$ cat src/rtl/vote_link_arbiter.sv
// Round-robin arbiter that forwards one 4-bit station vote at a time to a central tally link.
// Votes with bad parity, or votes the tally does not accept within TIMEOUT cycles, are rejected and counted.
module vote_link_arbiter #(
   parameter int TIMEOUT = 15
) (
   input  logic        clock,
   input  logic        reset,
   input  logic [3:0]  req,
   input  logic [15:0] v_in,
   output logic [3:0]  gnt,
   output logic [3:0]  ack,
   output logic [3:0]  nack,
   output logic        link_rtr,
   input  logic        link_cts,
   output logic [3:0]  link_v_out,
   output logic [1:0]  link_id,
   output logic [7:0]  err_cnt,
   output logic        busy
);

   typedef enum logic [1:0] {IDLE, CHECK, SEND, RELEASE} state_t;

   localparam logic [7:0] TMO = 8'(TIMEOUT);

   state_t      state;
   logic [1:0]  ptr;
   logic [1:0]  w;
   logic [3:0]  vote_q;
   logic [7:0]  tcnt;
   logic [1:0]  win;
   logic [1:0]  idx;

   // Round-robin pick: scanning downward lets the closest set bit after ptr overwrite the others.
   always_comb begin
      win = ptr;
      idx = '0;
      for (int i = 4; i >= 1; i--) begin
         idx = ptr + 2'(i);
         if (req[idx]) win = idx;
      end
   end

   // Single registered FSM; ack/nack default low so they only ever pulse for one cycle.
   always_ff @(posedge clock) begin
      if (reset) begin
         state      <= IDLE;
         ptr        <= 2'd3;
         w          <= '0;
         vote_q     <= '0;
         tcnt       <= '0;
         gnt        <= '0;
         ack        <= '0;
         nack       <= '0;
         link_rtr   <= 1'b0;
         link_v_out <= '0;
         link_id    <= '0;
         err_cnt    <= '0;
         busy       <= 1'b0;
      end else begin
         ack  <= '0;
         nack <= '0;
         case (state)
            IDLE: begin
               if (req != 4'b0000) begin
                  w      <= win;
                  vote_q <= v_in[{win, 2'b00} +: 4];
                  gnt    <= 4'b0001 << win;
                  busy   <= 1'b1;
                  state  <= CHECK;
               end else begin
                  gnt  <= '0;
                  busy <= 1'b0;
               end
            end
            CHECK: begin
               if (vote_q[3] == ^vote_q[2:0]) begin
                  link_rtr   <= 1'b1;
                  link_v_out <= vote_q;
                  link_id    <= w;
                  tcnt       <= '0;
                  state      <= SEND;
               end else begin
                  nack[w] <= 1'b1;
                  if (err_cnt != 8'hFF) err_cnt <= err_cnt + 8'd1;
                  state   <= RELEASE;
               end
            end
            SEND: begin
               // Acceptance is tested first so a link_cts in the final cycle still counts as delivered.
               if (link_cts) begin
                  ack[w]   <= 1'b1;
                  link_rtr <= 1'b0;
                  state    <= RELEASE;
               end else begin
                  tcnt <= tcnt + 8'd1;
                  if (tcnt + 8'd1 == TMO) begin
                     nack[w]  <= 1'b1;
                     link_rtr <= 1'b0;
                     if (err_cnt != 8'hFF) err_cnt <= err_cnt + 8'd1;
                     state    <= RELEASE;
                  end
               end
            end
            RELEASE: begin
               if (!req[w] && !link_cts) begin
                  gnt   <= '0;
                  ptr   <= w;
                  busy  <= 1'b0;
                  state <= IDLE;
               end
            end
            default: state <= IDLE;
         endcase
      end
   end

endmodule

$ cat config.mk
export PLATFORM = sky130hd
export DESIGN_NAME = vote_link_arbiter
export DESIGN_NICKNAME = d
export VERILOG_FILES = /design/src/rtl/vote_link_arbiter.sv
export SDC_FILE = /design/constraint.sdc
export NUM_CORES = 1
export LEC_CHECK = 0
export BUFFER_PORTS_ARGS = -buffer_cell sky130_fd_sc_hd__buf_4
export CORE_MARGIN = 3
export CORE_UTILIZATION = 39
export CTS_CLUSTER_SIZE = 8
export DETAILED_ROUTE_END_ITERATION = 7
export SLEW_MARGIN = 40
export SYNTH_ARGS = -nofsm -noshare
export SYNTH_HDL_FRONTEND = slang
export SYNTH_SLANG_ARGS = --single-unit
$ cat constraint.sdc
create_clock -name clock -period 4.5 [get_ports clock]
set_input_delay 0.9 -clock clock [delete_from_list [all_inputs] [get_ports clock]]
set_output_delay 0.9 -clock clock [all_outputs]
set_load 0.1 [all_outputs]
### After elaboration in Yosys (flattened, before gate mapping)

Index checks and enable logic that the tools add are counted.

* register bits: 46
* logic and storage cells: 99

* add/subtract/negate cells: 5
* order comparisons: 5
* equal/unequal tests: 13
* shifts and indexed selects: 2
* muxes and demuxes: 41
* bitwise operators: 2
* reductions and logical operators: 18

Operators with widths (count)
* two-way mux 8 bit: 6
* one-hot mux 8 bit (2 select lines): 2
* two-way mux 4 bit: 5
* adder 8 x 1 -> 8 bit (second input constant): 2
* one-hot mux 4 bit (2 select lines): 2
* variable part select 16 x 5 -> 4 bit: 1
* two-way mux 2 bit: 7
* < comparator 2 x 3 -> 1 bit (second input constant): 4
* != test 2 bit (second input constant): 6
* two-way mux 1 bit: 11
* AND reduction 3 bit: 3
* binary-select mux 1 bit (select 2 bit): 4
* equality test 8 x 4 -> 1 bit (second input constant): 1
* != test 8 bit (second input constant): 1
* one-hot mux 2 bit (4 select lines): 1
* AND reduction 2 bit: 4
* adder 2 bit (second input constant): 2
* equality test 2 bit (second input constant): 2
* one-hot mux 1 bit (2 select lines): 2
* AND reduction 4 bit: 1
* nonzero test 2 bit: 2
* nonzero test 4 bit: 1
* left shift 1 x 2 -> 4 bit (first input constant): 1
* != test 3 bit (second input constant): 1
* 11 further kinds: 14

### Logic depth before layout (Yosys ltp)

* depth in word-level cells: 9
* depth in mapped cells: 9
* gate-level depth less buffers: 8

### Worst setup path before layout

No wires, ideal clock.

* path type: input to register
* start: input port req[3]
* end: register state[0]
* setup time: 0.086 ns
* arrival: 2.393 ns
* data required time: 4.414 ns
* setup slack: 2.022 ns
* stages on the path: 6
* path buffers: 0
* cells stage by stage: mux4_2 or2_0 a22o_1 a211oi_1 o21ai_0 a211oi_1

* word-level cells in the longest chain between the ends: 6
* elaborated cells on any way between the ends: 8
* classes of those cells: eq/ne: 2; mux: 2; reduce/logical: 4

RTL lines
* start, declared: line 8 `input logic [3:0] req,`
* binary-select mux 1 bit (select 2 bit): line 105 `if (!req[w] && !link_cts) begin`
* two-way mux 1 bit (not written as such): line 105
* logical NOT 1 bit: line 105
* logical AND 1 bit: line 105
* != test 2 bit (no source line)
* AND reduction 3 bit (no source line) *
* end signal, assigned: line 100 `state <= RELEASE;`
* end signal, assigned: line 109 `state <= IDLE;`
* end signal, assigned: line 112 `default: state <= IDLE;`
* end, declared: line 25 `state_t state;`

Mark *: on every way between the ends. The rest lies on a longest branch, timed or not. The select of a mux whose other input is x is not followed.
A chain may end at the register's enable or synchronous reset.

### Worst setup path after layout

* start: register tcnt[0]
* end: register err_cnt[7]

* word-level cells in the longest chain between the ends: 4

RTL lines
* start, declared: line 29 `logic [7:0] tcnt;`
* start signal, assigned: line 95 `tcnt <= tcnt + 8'd1;`
* adder 8 x 1 -> 8 bit: line 96 `if (tcnt + 8'd1 == TMO) begin`
* equality test 8 x 4 -> 1 bit: line 96
* != test 2 bit (no source line)
* AND reduction 4 bit (no source line)
* end signal, assigned: line 84 `if (err_cnt != 8'hFF) err_cnt <= err_cnt + 8'd1;`
* end signal, assigned: line 99 `if (err_cnt != 8'hFF) err_cnt <= err_cnt + 8'd1;`
* end, declared: line 17 `output logic [7:0] err_cnt,`

Every way passes these cells.

==> out/results.ini <==
[run_status]
run_status=completed

[timing]
clock_skew_ps=4.92
timing.final.crit_share=0.587
worst_pin_slew_ps=686
setup_viol=0
rsz0062_at_grt=no
hold_ws_ps=461
period_minus_slack_ps=2640
hold_viol=0
final_max_slew_viol_count=0
tns_ps=0
timing.fmax_mhz=379
slew_headroom=0.540

[clock_tree]
cts.htree.levels=2
clk_pin_slew_ps=90
cts_buffer_depth=2
cts_tree=done
postCtsSetupBuffers=0
cts_hold_buf=0
clk_latency_ps=290
clockRootBuffer=clkbuf_8
clock-sinks=46
cts_buffers=5
cts_resized=0

[setup_path]
arrival_ps=2830
startpoint_type=flip-flop
required_ps=4690
end_kind=flip-flop
critical_path_class=reg2reg
path_max_fanout=7

[synthesis]
synthDistinctLibCells=50
synth_area_um2=2360
avgSynthCellArea_um2=8.39
synth_edf_count=0
synthFlopType=dfxtp_1
async_flop_share=0
synth_seq_cells=46
syn_nets=311
yosysWarnings=0
synthCells=281
ys_seq_area_frac=0.390

[power]
combPwrFrac=0.455
pwr-share-clk=0.204
power.total_mw=1.52
p_int_uw=830
seq_power_share=0.341
p_leak_nw=1.15
ir_drop_v=0.000439
p_sw_uw=690
netSwitchingFraction=0.454
power_density_nw_per_um2=527

[hold_path]
hold_class=reg2reg

[drt]
vias=2086
drc=0
drt-vias-per-instance=5.23
first_pass_iters=4
antenna_left=0
wl_per_cell_um=12.9
first_iter_violations=72
wl_mm=5.16

[global_routing]
track_usage=0.150
grt_pass1_vias=2012
antenna_found_initial=0
grt_pass1_wl_mm=8.95
grt_max_degree=49
grt_overflow_total=0

[die]
initial_utilization=0.416
die_area_um2=7020
fp.dieW_um=83.8
fp-row-count=27
fp.dieH_um=83.8
core_area_um2=5680
ioPinCount=51

[placed_design]
io_buffers=50
gp_congestion=0.752
hpwl_mm=3.85

[finish]
fillers=561
nets=356
area_growth_pct=22.4
layout_commonest_cell=buf_4
final_layout_size_suffix_gt1_frac=0.223
n_antenna_cell=0
mostFrequentLayoutCells=buf_4 (50), dfxtp_1 (46), nor2_1 (34), a21oi_1 (25), nand2_1 (22)

[flow_run]
drv_cap=0

cell families (layout without fill, tap and decap cells):
family / count (synthesis) / after routing / synth area share
adder cells (fa/ha/maj): 7 / 7 / 0.0371
XOR/XNOR: 6 / 6 / 0.0223
flip-flops: 46 / 46 / 0.390
buffers and inverters: 23 / 69 / 0.0382
AO/OA/AOI/OAI: 63 / 63 / 0.176
multiplexers: 14 / 14 / 0.0706
AND/OR/NAND/NOR: 122 / 122 / 0.266
critical path, cell delays in order, from the launching register on:
cell and delay [ps]:
dfxtp_1 440, ha_1 260, xor2_1 160, nand3b_1 90, or4_4 530, o32a_4 370
nor4_1 320, mux2_1 360
power by group through the flow:
stage	Clock, mW	Combinational, mW	Sequential [mW]
after detailed placement	0	0.696	0.529
after global routing	0.341	0.755	0.528
after global placement	0	0.693	0.530
after CTS	0.322	0.698	0.519
after floorplan	0	0.344	0.732
final	0.311	0.691	0.519
registers in the layout, indices dropped and copies added (netlist names):
name and flops:
ack 4, busy 1, err_cnt 8, gnt 4, link_id 2, link_rtr 1
link_v_out 4, nack 4, ptr 2, state 2, tcnt 8, vote_q 4
w 2
final cells by class:
cell class              instances  area [µm²]  area share
clock buffers                   5        68.8      0.0238
clock inverters                 3        43.8      0.0152
inverters                      11        41.3      0.0143
multi-input cells             212        1350       0.467
flip-flops and latches         46         921       0.319
well taps                      72        90.1      0.0312
repair buffers                 50         375       0.130
Yosys cell counts (7+ instances only):
cell	n	area, µm²
dfxtp_1	46	921
nor2b_1	11	68.8
o21ai_0	8	40.0
inv_1	11	41.3
nand2b_1	10	62.6
clkbuf_1	7	26.3
nand3_1	16	80.1
mux2_2	9	101
ha_1	7	87.6
nor2_1	34	128
o211ai_1	10	75.1
nand2_1	22	82.6
a21oi_1	25	125
final timing paths:
kind / cells past startpoint / slack (ps) / to / startpoint
min: 2 / 460 / link_id[0]$_SDFFE_PP0P_ / link_id[0]$_SDFFE_PP0P_
min reg2reg: 2 / 460 / link_id[0]$_SDFFE_PP0P_ / link_id[0]$_SDFFE_PP0P_
max: 7 / 1860 / err_cnt[7]$_SDFFE_PP0P_ / tcnt[0]$_SDFFE_PP0P_
max reg2reg: 7 / 1860 / err_cnt[7]$_SDFFE_PP0P_ / tcnt[0]$_SDFFE_PP0P_
through the flow:
step	setup slack, ps	cells	area [µm²]	utilization
after floorplan	2020	281	2360	-
after global placement	1820	391	2780	0.489
after detailed placement	1760	391	2780	0.489
after CTS	1850	399	2890	0.509
after global routing	1720	399	2890	0.509
final	1860	399	2890	0.509
metal layers:
layer | GRT usage | routed length (µm) | vias to the layer above
met1 | 0.184 | 2430 | 964
li1 | - | - | 1078
met2 | 0.268 | 2460 | 39
met5 | 0 | 0 | -
met3 | 0.0326 | 227 | 5
met4 | 0.0307 | 37 | 0
Note: power is estimated with default switching activity, not from simulation.
